`config.mk`:
```
export PLATFORM = sky130hd
export DESIGN_NAME = fuzzy_1_ctrl
export DESIGN_NICKNAME = d
export VERILOG_FILES = /design/src/rtl/fuzzy_1_pkg.sv /design/src/rtl/fuzzy_1_mf.sv /design/src/rtl/fuzzy_1_ctrl.sv
export SDC_FILE = /design/constraint.sdc
export NUM_CORES = 1
export LEC_CHECK = 0
export ABC_CLOCK_PERIOD_IN_PS = 57500
export CORE_UTILIZATION = 52
export DETAILED_ROUTE_END_ITERATION = 10
export PLACE_DENSITY = 0.68
export SYNTH_ARGS = -nofsm -noshare
export SYNTH_HDL_FRONTEND = slang
export SYNTH_SLANG_ARGS = --single-unit
```
`constraint.sdc`:
```
create_clock -name clk_0 -period 57.5 [get_ports clk_0]
set_input_delay 11.5 -clock clk_0 [delete_from_list [all_inputs] [get_ports clk_0]]
set_output_delay 11.5 -clock clk_0 [all_outputs]
set_load 0.005 [all_outputs]
```
`src/rtl/fuzzy_1_pkg.sv`:
```
// Shared constants and helpers for the two-input interval type-2 fuzzy controller.
// Membership breakpoints, centroid table, frame step codes and datapath widths.
package fuzzy_1_pkg;

    localparam int W_W   = 9;
    localparam int W_SUM = 13;
    localparam int W_NUM = 21;

    typedef logic [3:0] step_t;

    localparam step_t ST_CLR        = 4'd0;
    localparam step_t ST_RULE_FIRST = 4'd1;
    localparam step_t ST_RULE_LAST  = 4'd9;
    localparam step_t ST_DIV        = 4'd10;
    localparam step_t ST_LAST       = 4'd11;

    localparam logic [7:0] U_LO_B  = 8'd128;
    localparam logic [7:0] U_MID_A = 8'd64;
    localparam logic [7:0] U_MID_B = 8'd192;
    localparam logic [7:0] U_HI_A  = 8'd128;

    localparam logic [7:0] L_LO_B  = 8'd112;
    localparam logic [7:0] L_MID_A = 8'd80;
    localparam logic [7:0] L_MID_B = 8'd176;
    localparam logic [7:0] L_HI_A  = 8'd144;

    // index 0 = Low, 1 = Mid, 2 = High
    typedef logic [2:0][7:0] grade3_t;

    function automatic logic [7:0] sat4(input logic [7:0] d);
        logic [9:0] m;
        m = {d, 2'b00};
        sat4 = (m > 10'd255) ? 8'd255 : m[7:0];
    endfunction

    function automatic logic [7:0] ramp_up(input logic [7:0] x,
                                           input logic [7:0] a);
        ramp_up = (x <= a) ? 8'd0 : sat4(x - a);
    endfunction

    function automatic logic [7:0] ramp_dn(input logic [7:0] x,
                                           input logic [7:0] b);
        ramp_dn = (x >= b) ? 8'd0 : sat4(b - x);
    endfunction

    function automatic logic [7:0] min8(input logic [7:0] a,
                                        input logic [7:0] b);
        min8 = (a < b) ? a : b;
    endfunction

    function automatic logic [7:0] centroid(input logic [2:0] idx);
        logic [7:0] c;
        c = 8'd0;
        case (idx)
            3'd1:    c = 8'd64;
            3'd2:    c = 8'd128;
            3'd3:    c = 8'd192;
            3'd4:    c = 8'd255;
            default: c = 8'd0;
        endcase
        centroid = c;
    endfunction

endpackage

```
`src/rtl/fuzzy_1_mf.sv`:
```
// Trapezoidal upper and lower membership grades for one 8-bit input.
// Mid sets are the min of a rising and a falling saturated ramp.
module fuzzy_1_mf
    import fuzzy_1_pkg::*;
(
    input  logic [7:0] x,
    output grade3_t    umf,
    output grade3_t    lmf
);

    always_comb begin
        umf[0] = ramp_dn(x, U_LO_B);
        umf[1] = min8(ramp_up(x, U_MID_A), ramp_dn(x, U_MID_B));
        umf[2] = ramp_up(x, U_HI_A);
        lmf[0] = ramp_dn(x, L_LO_B);
        lmf[1] = min8(ramp_up(x, L_MID_A), ramp_dn(x, L_MID_B));
        lmf[2] = ramp_up(x, L_HI_A);
    end

endmodule

```
`src/rtl/fuzzy_1_ctrl.sv`:
```
// Fuzzy controller top: 12-step frame sequencer, sequential rule
// evaluation, weight accumulators and weighted-average defuzzifier.
module fuzzy_1_ctrl
    import fuzzy_1_pkg::*;
(
    input  logic       Srst,
    input  logic [7:0] Entrada_01,
    input  logic [7:0] Entrada_02,
    input  logic       EN_REGRAS,
    output logic [7:0] saida_defuzzy,
    input  logic       clk_0,
    output logic       Sclk_int,
    output logic [3:0] SSequencia_regras,
    output logic       SReset_Memoria,
    output logic [5:0] FOU_ATIVO
);

    step_t            step_q;
    step_t            step_d;
    logic             sclk_q;
    logic [7:0]       x1_q;
    logic [7:0]       x2_q;
    logic [W_SUM-1:0] w_acc;
    logic [W_NUM-1:0] n_acc;
    logic [7:0]       out_q;

    grade3_t u1, l1, u2, l2;

    logic [1:0]       sel_i;
    logic [1:0]       sel_j;
    logic [7:0]       fu;
    logic [7:0]       fl;
    logic [W_W-1:0]   w;
    logic [7:0]       c;
    logic [16:0]      wc;
    logic             acc_en;
    logic [W_NUM-1:0] quo;
    logic [7:0]       div_out;

    fuzzy_1_mf u_mf1 (.x(x1_q), .umf(u1), .lmf(l1));
    fuzzy_1_mf u_mf2 (.x(x2_q), .umf(u2), .lmf(l2));

    always_comb begin
        step_d = (step_q == ST_LAST) ? ST_CLR : step_q + 4'd1;
    end

    // rule k = step-1 selects input-1 set i = k/3, input-2 set j = k%3
    always_comb begin
        sel_i = 2'd0;
        sel_j = 2'd0;
        case (step_q)
            4'd2:    begin sel_i = 2'd0; sel_j = 2'd1; end
            4'd3:    begin sel_i = 2'd0; sel_j = 2'd2; end
            4'd4:    begin sel_i = 2'd1; sel_j = 2'd0; end
            4'd5:    begin sel_i = 2'd1; sel_j = 2'd1; end
            4'd6:    begin sel_i = 2'd1; sel_j = 2'd2; end
            4'd7:    begin sel_i = 2'd2; sel_j = 2'd0; end
            4'd8:    begin sel_i = 2'd2; sel_j = 2'd1; end
            4'd9:    begin sel_i = 2'd2; sel_j = 2'd2; end
            default: begin sel_i = 2'd0; sel_j = 2'd0; end
        endcase
    end

    always_comb begin
        fu     = min8(u1[sel_i], u2[sel_j]);
        fl     = min8(l1[sel_i], l2[sel_j]);
        w      = EN_REGRAS ? ({1'b0, fu} + {1'b0, fl}) : '0;
        c      = centroid({1'b0, sel_i} + {1'b0, sel_j});
        wc     = w * c;
        acc_en = (step_q >= ST_RULE_FIRST) && (step_q <= ST_RULE_LAST);
    end

    always_comb begin
        quo     = n_acc / {{(W_NUM-W_SUM){1'b0}}, w_acc};
        div_out = 8'd0;
        if (w_acc != '0) begin
            div_out = (quo > 21'd255) ? 8'd255 : quo[7:0];
        end
    end

    always_ff @(posedge clk_0 or negedge Srst) begin
        if (!Srst) begin
            step_q <= ST_CLR;
            sclk_q <= 1'b0;
            x1_q   <= 8'd0;
            x2_q   <= 8'd0;
            w_acc  <= '0;
            n_acc  <= '0;
            out_q  <= 8'd0;
        end else begin
            step_q <= step_d;
            sclk_q <= ~sclk_q;
            if (step_q == ST_CLR) begin
                x1_q  <= Entrada_01;
                x2_q  <= Entrada_02;
                w_acc <= '0;
                n_acc <= '0;
            end else if (acc_en) begin
                w_acc <= w_acc + {{(W_SUM-W_W){1'b0}}, w};
                n_acc <= n_acc + {{(W_NUM-17){1'b0}}, wc};
            end
            if (step_q == ST_DIV) begin
                out_q <= div_out;
            end
        end
    end

    always_comb begin
        saida_defuzzy     = out_q;
        Sclk_int          = sclk_q;
        SSequencia_regras = step_q;
        SReset_Memoria    = (step_q == ST_CLR);
        FOU_ATIVO = {u2[2] != 8'd0, u2[1] != 8'd0, u2[0] != 8'd0,
                     u1[2] != 8'd0, u1[1] != 8'd0, u1[0] != 8'd0};
    end

endmodule

```
==> flow_summary.json <==
{
  "grt_pass1_wl_um": 94000,
  "grt_pass1_vias": 18500,
  "min-delay-start": "Sclk_int",
  "cts_sinks": 63,
  "grt_max_degree": 64,
  "synth_edf_count": 0,
  "synth_nets": 3012,
  "core_um2": 36900,
  "path_delay_family": "compound AO/OA/AOI/OAI gates",
  "worstPathRequired_ns": 57.71,
  "portBuffers": 38,
  "firstDrtPassIters": 5,
  "cts_setup_buffers": 0,
  "ys.warnings.count": 0,
  "leakagePower_nw": 9.89,
  "cts.htree.levels": 3,
  "ys_seq_area_share_pct": 8.04,
  "synth_flop_cell": "dfrtp_1",
  "synthCells": 2624,
  "vias_per_cell": 6.22,
  "power_density_nw_per_um2": 7.88,
  "drv_cap": 0,
  "cts.clk_slew.worst_paths_ns": 0.06,
  "status": "finished clean",
  "end_kind": "register",
  "start_util_pct": 53.2,
  "r2r-end": "saida_defuzzy[0]",
  "sw_frac_of_total_pct": 35.5,
  "overflow": 0,
  "finalCritPeriodShare_pct": 88.2,
  "clkPwrFrac_pct": 34.9,
  "drtIter0Drc": 1027,
  "ys_ff_latch": 63,
  "path_max_fanout": 24,
  "synth_cell_types": 101,
  "fp-row-count": 70,
  "drc": 0,
  "critPathSlowestCell": "a21boi_2",
  "hp-class": "reg2reg",
  "timing.reg2reg.setup_slack_ns": 6.77,
  "critPathBufInv": 2,
  "antenna_left": 0,
  "die_w_um": 196,
  "grt_use_total_pct": 30.2,
  "p_seq_share_pct": 29.3,
  "relSlewSlack_pct": 24.9,
  "vdd_ir_drop_max_mv": 0.0153,
  "clockRootBuffer": "clkbuf_16",
  "vias": 19300,
  "wl_um": 58100,
  "fin_setup_tns_ns": 0,
  "crit_type": "reg2reg",
  "layout.nets": 2990,
  "fin_skew_ns": 0.00888,
  "drive_gt1_share_pct": 6.14,
  "drv_slew": 0,
  "wl_per_cell_um": 18.7,
  "comb_power_share_pct": 35.8,
  "die_y_um": 196,
  "hold_end": "Sclk_int",
  "die_area_um2": 38500,
  "antenna_found_initial": 0,
  "fin_crit_ns": 50.73,
  "cts_tree": "yes",
  "cp_common_cell": "o21a_1",
  "holdBufCountCts": 0,
  "timing.rr.start": "w_acc[8]",
  "internal_power_mw": 0.105,
  "rsz0062_at_grt": "no",
  "final-setup-viol-count": 0,
  "reg2reg_depth": 187,
  "syn2layout_area_growth_pct": 5.52,
  "hold_depth": 1,
  "cts_buffers": 9,
  "max_stage_delay_ns": 0.85,
  "synthArstFlopShare_pct": 100,
  "avgSynthCellArea_um2": 7.47,
  "finalHoldViolCount": 0,
  "start_kind": "register",
  "insertion_delay_ns": 0.36,
  "worst_slew_pin_slew_ns": 1.11,
  "io_pins": 39,
  "p_sw_mw": 0.0579,
  "critPathArrivalTime_ns": 50.95,
  "diodes": 0,
  "ctsResizeCount": 0,
  "power.total_mw": 0.163,
  "hpwl_um": 45600,
  "cts_buffer_depth": 2,
  "syn_area_um2": 19600,
  "max_freq_mhz": 19.7,
  "place_congestion": 0.955
}
[cells in the mapped netlist (7+ instances only)]
| cell | count | area (µm²) |
|---|---|---|
| and3_1 | 17 | 106 |
| nor2_1 | 205 | 769 |
| fa_1 | 59 | 1180 |
| mux2_2 | 60 | 676 |
| o21ai_1 | 8 | 40.0 |
| nor2b_1 | 31 | 194 |
| o21a_1 | 88 | 661 |
| o211ai_1 | 31 | 233 |
| or2_2 | 13 | 81.3 |
| nand2_1 | 274 | 1030 |
| nor3b_1 | 11 | 82.6 |
| o31ai_1 | 31 | 233 |
| nor4_1 | 16 | 100 |
| and2_1 | 25 | 156 |
| clkbuf_1 | 69 | 259 |
| ha_1 | 310 | 3880 |
| a21oi_1 | 217 | 1090 |
| o32a_1 | 9 | 90.1 |
| or3_1 | 26 | 163 |
| a211oi_1 | 20 | 150 |
| xnor2_1 | 86 | 753 |
| o21ai_0 | 149 | 746 |
| xor2_1 | 42 | 368 |
| a21o_1 | 69 | 518 |
| buf_1 | 9 | 33.8 |
| nand4_1 | 21 | 131 |
| o22ai_1 | 7 | 43.8 |
| mux2i_1 | 42 | 420 |
| dfrtp_1 | 63 | 1580 |
| a31o_2 | 8 | 70.1 |
| nand3_1 | 40 | 200 |
| buf_2 | 7 | 35.0 |
| inv_1 | 192 | 721 |
| o21bai_1 | 29 | 218 |
| o31a_1 | 11 | 96.3 |
| a31oi_1 | 24 | 150 |
| o221ai_1 | 7 | 61.3 |
| nand2b_1 | 27 | 169 |
| nor3_1 | 106 | 531 |
| or4_1 | 9 | 67.6 |
[state kept, by name, summed over array words and instances, names as in the netlist]
signal and flops:
saida_defuzzy 8, w_acc 13, x1_q 8, Sclk_int 1, n_acc 21, x2_q 8, SSequencia_regras 4
[through the flow]
| stage | instance area [µm²] | worst slack, ns | hold slack, ns | utilization, % | instances |
|---|---|---|---|---|---|
| 2_1_floorplan | 19600 | 13.88 | 0.417 | - | 2624 |
| 5_1_grt | 20700 | 3.06 | 0.429 | 56.1 | 3111 |
| 3_5_place_dp | 20400 | 7.83 | 0.422 | 55.3 | 3095 |
| 6_report | 20700 | 6.77 | 0.421 | 56.1 | 3111 |
| 3_3_place_gp | 20400 | 9.31 | 0.420 | 55.3 | 3095 |
| 4_1_cts | 20700 | 7.65 | 0.429 | 56.1 | 3111 |
[power by group through the flow]
stage	sequential, mW	combinational [mW]	clock, mW
finish	0.0478	0.0584	0.0569
global route	0.0479	0.0653	0.0595
global placement	0.0485	0.0565	0
floorplan	0.0470	0.0440	0
CTS	0.0477	0.0580	0.0580
detailed placement	0.0485	0.0577	0
[layout make-up]
type                            count  area (µm²)
Clock buffer                       12         246
Clock inverter                      4        45.0
Fill cell                        3529       16200
Inverter                          195         732
Multi-Input combinational cell   2279       17000
Sequential cell                    63        1580
Tap cell                          504         631
Timing Repair Buffer               54         498
[layout by cell type (no fill, tap or decap), types with 27 or more instances in the layout]
master             n
ha_1             310
nand2_1          274
a21oi_1          216
nor2_1           205
inv_1            192
o21ai_0          149
nor3_1           106
o21a_1            88
xnor2_1           86
a21o_1            69
dfrtp_1           63
mux2_2            60
fa_1              59
xor2_1            42
mux2i_1           42
nand3_1           40
clkdlybuf4s50_1   37
nor2b_1           31
o211ai_1          31
o31ai_1           31
o21bai_1          29
nand2b_1          27
[routing by layer]
layer  vias up  global-route usage, %  part of all wire, %
li1       9539                      -                    -
met1      9063                   39.7                   45
met2       604                   50.3                   46
met3       130                   2.92                  5.3
met4         0                   13.1                  3.9
met5         -                      0                    0
[worst reg2reg max path: cells and delay by family, from the launching register on]
| kind | cells | cell delay [ns] |
|---|---|---|
| buf+inv | 2 | 0.15 |
| compound gates | 96 | 24.22 |
| simple gates | 57 | 14.78 |
| flops | 1 | 0.48 |
| mux | 12 | 4.40 |
| fa+ha+maj | 20 | 6.63 |
[worst max path at each step]
| stage | from | end | slack [ns] | cells after the start |
|---|---|---|---|---|
| after CTS | w_acc[8] | saida_defuzzy[0] | 7.65 | 187 |
| after global routing | w_acc[8] | saida_defuzzy[0] | 3.06 | 190 |
| after global placement | w_acc[8] | saida_defuzzy[0] | 9.31 | 187 |
| after floorplan | w_acc[8] | saida_defuzzy[0] | 13.88 | 204 |
| final | w_acc[8] | saida_defuzzy[0] | 6.77 | 187 |
| after detailed placement | w_acc[8] | saida_defuzzy[0] | 7.83 | 187 |
[logic make-up (layout without fill, tap and decap cells)]
| group | Yosys count | in the layout | synth area share (%) |
|---|---|---|---|
| flip-flops | 63 | 63 | 8.04 |
| buffers and inverters | 282 | 265 | 5.50 |
| AO/OA/AOI/OAI | 815 | 815 | 27.7 |
| AND/OR/NAND/NOR | 862 | 862 | 21.4 |
| adder cells (fa/ha/maj) | 369 | 369 | 25.8 |
| multiplexers | 105 | 105 | 5.80 |
| XOR/XNOR | 128 | 128 | 5.72 |
No activity file was read; power rests on OpenSTA's default activity.
